### config.mk
export PLATFORM = sky130hd
export DESIGN_NAME = add_round_key_stream
export DESIGN_NICKNAME = d
export VERILOG_FILES = /design/src/rtl/add_round_key_stream.sv
export SDC_FILE = /design/constraint.sdc
export NUM_CORES = 2
export LEC_CHECK = 0
export ABC_AREA = 0
export CORE_AREA = 5 5 651 653
export CTS_CLUSTER_DIAMETER = 40
export DETAILED_ROUTE_END_ITERATION = 16
export DIE_AREA = 0 0 656 658
export GPL_ROUTABILITY_DRIVEN = 0
export PLACE_DENSITY = 0.31
export SYNTH_ARGS = -nofsm -noshare
export SYNTH_HDL_FRONTEND = slang
export SYNTH_SLANG_ARGS = --single-unit
### constraint.sdc
create_clock -name clk -period 13.91 [get_ports clk]
set_input_delay 1.391 -clock clk [delete_from_list [all_inputs] [get_ports clk]]
set_output_delay 1.391 -clock clk [all_outputs]
set_load 0.005 [all_outputs]
### src/rtl/add_round_key_stream.sv
// AES AddRoundKey stage with a valid/ready stream interface and an in-order output FIFO.
// The round key is either supplied per beat or sequenced by an internal round counter.
module add_round_key_stream #(
  parameter int NR         = 10,
  parameter int AUTO_ROUND = 0,
  parameter int FIFO_DEPTH = 2
) (
  input  logic                  clk,
  input  logic                  rst_n,
  input  logic [128*(NR+1)-1:0] expanded_key,
  input  logic                  in_valid,
  output logic                  in_ready,
  input  logic [127:0]          in_state,
  input  logic [3:0]            in_round,
  input  logic                  round_clr,
  output logic                  out_valid,
  input  logic                  out_ready,
  output logic [127:0]          out_state,
  output logic [3:0]            out_round,
  output logic                  round_err
);

  localparam logic [3:0] NR_L    = 4'(NR);
  localparam logic [3:0] DEPTH_L = 4'(FIFO_DEPTH);
  localparam logic [2:0] LAST    = 3'(FIFO_DEPTH - 1);

  // Storage is sized for the largest legal depth so 3-bit pointers index it exactly.
  logic [127:0] mem_state [0:7];
  logic [3:0]   mem_round [0:7];
  logic [2:0]   wr_ptr;
  logic [2:0]   rd_ptr;
  logic [3:0]   count;
  logic [3:0]   round_cnt;

  logic         push;
  logic         pop;
  logic [3:0]   round_sel;
  logic [127:0] key_sel;
  logic         bad_round;

  assign out_valid = (count != 4'd0);
  assign pop       = out_valid && out_ready;
  assign in_ready  = (count < DEPTH_L) || pop;
  assign push      = in_valid && in_ready;

  always_comb begin
    round_sel = in_round;
    if (AUTO_ROUND != 0) begin
      round_sel = round_clr ? 4'd0 : round_cnt;
    end
  end

  assign bad_round = (round_sel > NR_L);

  // Out-of-range indices match no slice, leaving an all-zero key.
  always_comb begin
    key_sel = '0;
    for (int r = 0; r <= NR; r++) begin
      if (round_sel == 4'(r)) begin
        key_sel = expanded_key[128*r +: 128];
      end
    end
  end

  always_ff @(posedge clk) begin
    if (push) begin
      mem_state[wr_ptr] <= in_state ^ key_sel;
      mem_round[wr_ptr] <= round_sel;
    end
  end

  always_ff @(posedge clk or negedge rst_n) begin
    if (!rst_n) begin
      wr_ptr <= 3'd0;
      rd_ptr <= 3'd0;
      count  <= 4'd0;
    end else begin
      if (push) begin
        wr_ptr <= (wr_ptr == LAST) ? 3'd0 : wr_ptr + 3'd1;
      end
      if (pop) begin
        rd_ptr <= (rd_ptr == LAST) ? 3'd0 : rd_ptr + 3'd1;
      end
      case ({push, pop})
        2'b10:   count <= count + 4'd1;
        2'b01:   count <= count - 4'd1;
        default: count <= count;
      endcase
    end
  end

  always_ff @(posedge clk or negedge rst_n) begin
    if (!rst_n) begin
      round_cnt <= 4'd0;
      round_err <= 1'b0;
    end else begin
      if (AUTO_ROUND != 0) begin
        if (push) begin
          round_cnt <= (round_sel == NR_L) ? 4'd0 : round_sel + 4'd1;
        end else if (round_clr) begin
          round_cnt <= 4'd0;
        end
      end
      if (push && bad_round) begin
        round_err <= 1'b1;
      end
    end
  end

  // Gated so the outputs read zero whenever the buffer is empty, including during reset.
  assign out_state = out_valid ? mem_state[rd_ptr] : '0;
  assign out_round = out_valid ? mem_round[rd_ptr] : 4'd0;

endmodule

Word-level counts from Yosys, hierarchy flattened
Memory sizes are Yosys's and may differ from the RTL's.
Cells that the tools add are included.
Widths: inputs -> output; s select.
{"block": "classes", "mux": 18, "n_lt_le_gt_ge": 2, "n_eq_ne": 14, "bitwise_logic": 1, "n_reduce_logical": 7, "add_sub_neg": 4}
{"operator": "$mux 128", "count": 12}
{"operator": "$xor 128x128->128", "count": 1}
{"operator": "$eq 4x3->1 const B", "count": 4}
{"operator": "$eq 4x4->1 const B", "count": 3}
{"operator": "$eq 4x2->1 const B", "count": 2}
{"operator": "$pmux 4 s2", "count": 1}
{"operator": "$add 3x1->3 const B", "count": 2}
{"operator": "$eq 3x1->1 const B", "count": 2}
{"operator": "$mux 3", "count": 2}
{"operator": "$add 4x1->4 const B", "count": 1}
{"operator": "$eq 4x1->1 const B", "count": 1}
{"operator": "$gt 4x4->1 const B", "count": 1}
{"operator": "$logic_not 4->1", "count": 1}
{"operator": "$lt 4x2->1 const B", "count": 1}
{"operator": "$mux 4", "count": 1}
{"operator": "$reduce_bool 4->1", "count": 1}
{"operator": "$sub 4x1->4 const B", "count": 1}
{"operator": "$logic_and 1x1->1", "count": 3}
{"operator": "$eq 2x1->1 const B", "count": 1}
{"operator": "$eq 2x2->1 const B", "count": 1}
{"operator": "$mux 1", "count": 2}
{"operator": "$reduce_bool 2->1", "count": 1}
{"operator": "$logic_or 1x1->1", "count": 1}
{"block": "word_totals", "regBits": 11, "mem_bits_rw": 1056, "inputBits": 1545, "n_memories": 2}
{"name": "mem_state", "depth": 8, "width": 128, "read_ports": 1, "rd_clocked_by_memory_dff": 0, "wr": 1, "line": "28", "text": "logic [127:0] mem_state [0:7];"}
{"name": "mem_round", "depth": 8, "width": 4, "read_ports": 1, "rd_clocked_by_memory_dff": 0, "wr": 1, "line": "29", "text": "logic [3:0] mem_round [0:7];"}

Longest topological paths before layout
{"block": "logic_depth", "word_depth": 13, "ltp_mapped": 11, "ltp_nobuf": 9}

Worst setup path before layout
No wires, ideal clock.
{"block": "synth_timing", "path_kind": "input to register", "startpoint": "input out_ready", "endpoint": "memory mem_round[2][0] (enable)", "n_path_buf": 0, "path_slack_ps": -2148, "setup_ps": 992, "arrival_ps": 15066, "required_time_ps": 12918, "stages": 2, "path_cell_list": "o21ai_1 nor4b_1"}
{"block": "synth_between", "elab_chain_cells": 5}
{"item": "start: declaration", "line": "17", "text": "input logic out_ready,"}
{"item": "$logic_and 1x1->1", "line": "42", "text": "assign pop = out_valid && out_ready;"}
{"item": "$logic_or 1x1->1", "line": "43", "text": "assign in_ready = (count < DEPTH_L) || pop;"}
{"item": "$logic_and 1x1->1", "line": "44", "text": "assign push = in_valid && in_ready;"}
{"item": "$mux 1", "line": "66", "text": "if (push) begin"}
{"item": "$mux 1 (not written as such)", "line": "68", "text": "mem_round[wr_ptr] <= round_sel;"}
{"item": "end: declaration", "line": "29"}
Every way passes these cells.

Worst setup path after layout
{"block": "layout_timing", "startpoint": "register rd_ptr[0]", "endpoint": "output out_state[9]"}
{"block": "layout_between", "elab_chain_cells": 2}
{"item": "start: declaration", "line": "31", "text": "logic [2:0] rd_ptr;"}
{"item": "start signal: assignment", "line": "82", "text": "rd_ptr <= (rd_ptr == LAST) ? 3'd0 : rd_ptr + 3'd1;"}
{"item": "$mem_v2 8x128"}
{"item": "$mux 128", "line": "111", "text": "assign out_state = out_valid ? mem_state[rd_ptr] : '0;"}
{"item": "end: declaration", "line": "18", "text": "output logic [127:0] out_state,"}
Every way passes these cells.

==> results_tabular.tex <==
\begin{tabular}{lr}
\hline
Metric & Value \\
\hline
\multicolumn{2}{l}{\textbf{Outcome}} \\
Result of the run & complete, but fails checks \\
Violated checks & max-capacitance violations, max-slew violations \\
\multicolumn{2}{l}{\textbf{Setup path}} \\
Delay of the slowest cell on the worst path & 0.84 ns \\
Req. time, crit path & 12.52 ns \\
Crit path capture type & output pin \\
Most repeated library cell on the critical path & buf\_4 \\
Critical path fanouts, max & 43 \\
CP max stage cell & buf\_4 \\
Critical path data arrival time & 5.66 ns \\
Crit path kind & flip-flop to output pin \\
Startpoint Class & flip-flop \\
Register-to-register setup slack & 9.60 ns \\
Crit-path cells & buf\_4 -> buf\_4 -> buf\_4 -> mux4\_2 -> mux2i\_1 -> nor2\_1 -> clkdlybuf4s50\_1 \\
\multicolumn{2}{l}{\textbf{Synth}} \\
Top-count cell post-synth & edfxtp\_1 \\
Yosys warns & 0 \\
Yosys cell types & 66 \\
Prevailing post-synth register cell & edfxtp\_1 \\
Cell count after synthesis & 3826 \\
Number of flops mapped to enable cells by yosys & 1056 \\
Sequential fraction of the synthesis area & 58.4\% \\
FFs w/ async S/R, synth & 1.03\% \\
Biggest area consumer among synthesized cells & edfxtp\_1 \\
Area fraction of the dominant cell type after synthesis & 57.9\% \\
Largest cells by area after synthesis & edfxtp\_1 (58\%), mux4\_2 (12\%), mux2i\_1 (3.7\%) \\
Per-instance average area after synthesis & 14.3 µm² \\
Most used standard cells in the synthesized netlist & edfxtp\_1 (1056), mux4\_2 (285), o22ai\_1 (206) \\
Post-Syn Area & 0.0547 mm² \\
Net count after synthesis & 5374 \\
Flop and latch count out of synthesis & 1067 \\
\multicolumn{2}{l}{\textbf{Clocking}} \\
Post-CTS setup-driven buffer insertion count & 0 \\
Skew-Pair Late Insertion Delay & 0.87 ns \\
Number of clock buffers inserted by TritonCTS & 213 \\
Register clock-pin slew on the reported worst setup and hold paths & 0.05 ns \\
Root buffer selected by CTS & clkbuf\_16 \\
Clock tree from TritonCTS & done \\
Number of buffers inserted by hold repair at cts & 0 \\
Count of H-tree levels built during CTS & 4 \\
Number of buffers between clock root and the deepest sink & 4 \\
Number of gates resized after CTS & 0 \\
Number of sinks on the clock net & 1067 \\
\multicolumn{2}{l}{\textbf{Die}} \\
Full die area & 0.432 mm² \\
Initial core utilization & 13.1\% \\
Width of the chip & 656 µm \\
Ports placed on the boundary & 1680 \\
Core Area & 0.418 mm² \\
Die outline height & 658 µm \\
Core Rows & 238 \\
\multicolumn{2}{l}{\textbf{Power}} \\
Areal power density over the cells & 145 mW/mm² \\
Peak ir drop on the vdd network & 0.109 mV \\
Total Power & 0.0125 W \\
Leakage component of the power & 26.7 nW \\
\multicolumn{2}{l}{\textbf{Finish}} \\
Area growth syn-to-layout & 56.9\% \\
Sequential cell area in the final layout & 0.0320 mm² \\
Final std cell area, no fill & 0.0859 mm² \\
Share of final-layout standard cells stronger than drive strength 1 & 15.5\% \\
Final non-filler cell total & 11302 \\
Filler cell count in the final layout & 45097 \\
Fin nets & 7027 \\
Area of combinational cells with multiple inputs & 0.0213 mm² \\
\multicolumn{2}{l}{\textbf{Global route}} \\
Global-route wire length before repair & 593000 µm \\
Maximum number of pins on one net before global-route repair & 144 \\
Number of antenna violations at the first check in global routing & 357 \\
Sum of overflow across all layers after global routing & 0 \\
Via count of the first global-routing pass & 47696 \\
Tot GR Track Use & 21.4\% \\
\multicolumn{2}{l}{\textbf{Routing}} \\
Count of antenna-violating nets left after detailed routing & 0 \\
Initial DRC Count & 5025 \\
Final Routed Wirelength & 484000 µm \\
Total DRC errors in the routed layout & 0 \\
Via total after detailed routing & 47625 \\
DR pass1 iterations & 7 \\
Via-to-Cell Ratio & 4.21 \\
Routed length per placed instance & 42.8 µm \\
\multicolumn{2}{l}{\textbf{STA}} \\
Max-slew violations & 2 \\
Pin slew with the least headroom to its limit & 1.51 ns \\
Minimum clock period after layout & 7.05 ns \\
Final worst clock skew & 0.0532 ns \\
RSZ-0062 raised after global routing & false \\
Worst Hold Margin & 0.500 ns \\
Fraction of the cycle the final worst path needs & 50.7\% \\
Remaining max-slew budget at the tightest pin & -3.59\% \\
Maximum clock frequency & 142 MHz \\
Final hold violations & 0 \\
Final setup violation count & 0 \\
Sum Neg Setup Slack & 0 ns \\
\multicolumn{2}{l}{\textbf{Placement}} \\
Placement-stage cell area & 0.0783 mm² \\
I/O Buffers & 1678 \\
Half-perimeter wire length after detailed placement & 389000 µm \\
Placed Cells incl. Taps & 10784 \\
\multicolumn{2}{l}{\textbf{Run}} \\
Max-cap violation count & 1 \\
\multicolumn{2}{l}{\textbf{Min path}} \\
Class of the tightest hold or removal check & flip-flop to flip-flop \\
\hline
\end{tabular}
==> worst max-delay path, delay by kind of cell (launching register included) <==
| kind | cells | cell delay, ns |
|---|---|---|
| buf+inv | 4 | 2.64 |
| flops | 1 | 0.83 |
| simple gates | 1 | 0.55 |
| mux | 2 | 0.45 |
==> cell families (layout without fill, tap and decap cells) <==
group                      Yosys count  in the layout  synth area share (%)
buffers and inverters              409           2243                  3.23
and+or+nand+nor                    559            559                  5.16
muxes                              531            531                  16.3
other                                0            122                     0
DFF                               1067           1067                  58.4
AOI/OAI and AO/OA                 1124           1124                  14.6
adders and majority gates            3              3                0.0823
xor gates and xnor gates           133            133                  2.13
==> state kept, by name, indices dropped and copies added, names as in the netlist <==
signal     flops
mem_state   1024
mem_round     32
count          4
rd_ptr         3
wr_ptr         3
round_err      1
==> power by group <==
part / switching [W] / total [W] / internal (W)
Combinational: 0.00184 / 0.00335 / 0.00151
Sequential: 0.0000668 / 0.00390 / 0.00383
Clock: 0.00182 / 0.00521 / 0.00339
Total: 0.00373 / 0.0125 / 0.00873
==> per-layer routing <==
metal / up-vias / wire, µm / share of wire, % / GRT usage (%)
met5: - / 915 / 0.19 / 0
met4: 136 / 13900 / 2.9 / 4.78
met3: 755 / 40900 / 8.5 / 6.75
met2: 2718 / 234000 / 48 / 36.7
met1: 24708 / 194000 / 40 / 26.2
li1: 19308 / - / - / -
==> final timing paths <==
kind | cells past startpoint | startpoint | to
worst max-delay path | 7 | rd_ptr[0] | out_state[9]
worst min-delay path | 2 | round_err | round_err
worst max register to register | 9 | count[3] | mem_state[5][50]
worst min register to register | 2 | round_err | round_err
max in group asynchronous | 1 | rst_n | rd_ptr[0]
min in group asynchronous | 1 | rst_n | round_err
==> cell type report <==
| cell class | instances | area share [%] |
|---|---|---|
| Antenna cell | 122 | 0.355 |
| Clock buffer | 244 | 6.34 |
| Clock inverter | 152 | 2.17 |
| Inverter | 37 | 0.176 |
| Multi-Input combinational cell | 2350 | 24.7 |
| Sequential cell | 1067 | 37.3 |
| Tap cell | 5520 | 8.04 |
| Timing Repair Buffer | 1810 | 20.9 |
==> stage by stage <==
step | utilization, % | setup slack [ns]
after CTS | 20.5 | 6.71
final | 20.5 | 6.86
after floorplan | - | 2.45
after global routing | 20.5 | 6.46
after global placement | 18.7 | 7.32
after detailed placement | 18.7 | 7.22
==> cell usage in the layout, fill, tap and decap left out, types with 18 or more instances in the layout <==
cell type	n
mux2i_1	201
nand3b_1	22
mux4_2	285
nor2_1	186
a221oi_1	159
clkbuf_1	31
clkdlybuf4s50_1	1674
and3_1	18
xor2_1	34
buf_4	120
bufinv_16	31
nand2_1	96
nand3_1	23
nor2b_1	20
nand2b_1	81
a21oi_1	143
o221ai_1	69
mux2_2	45
a22o_1	70
a31oi_1	87
o221ai_2	21
diode_2	122
clkinv_2	41
clkinv_1	37
a22oi_1	62
inv_1	34
o31ai_1	67
o22ai_1	196
a21boi_0	76
edfxtp_1	1056
clkbuf_16	213
xnor2_1	99
clkinvlp_4	18
or3_1	67
o21ai_0	114
(Power assumes the default switching activity.)
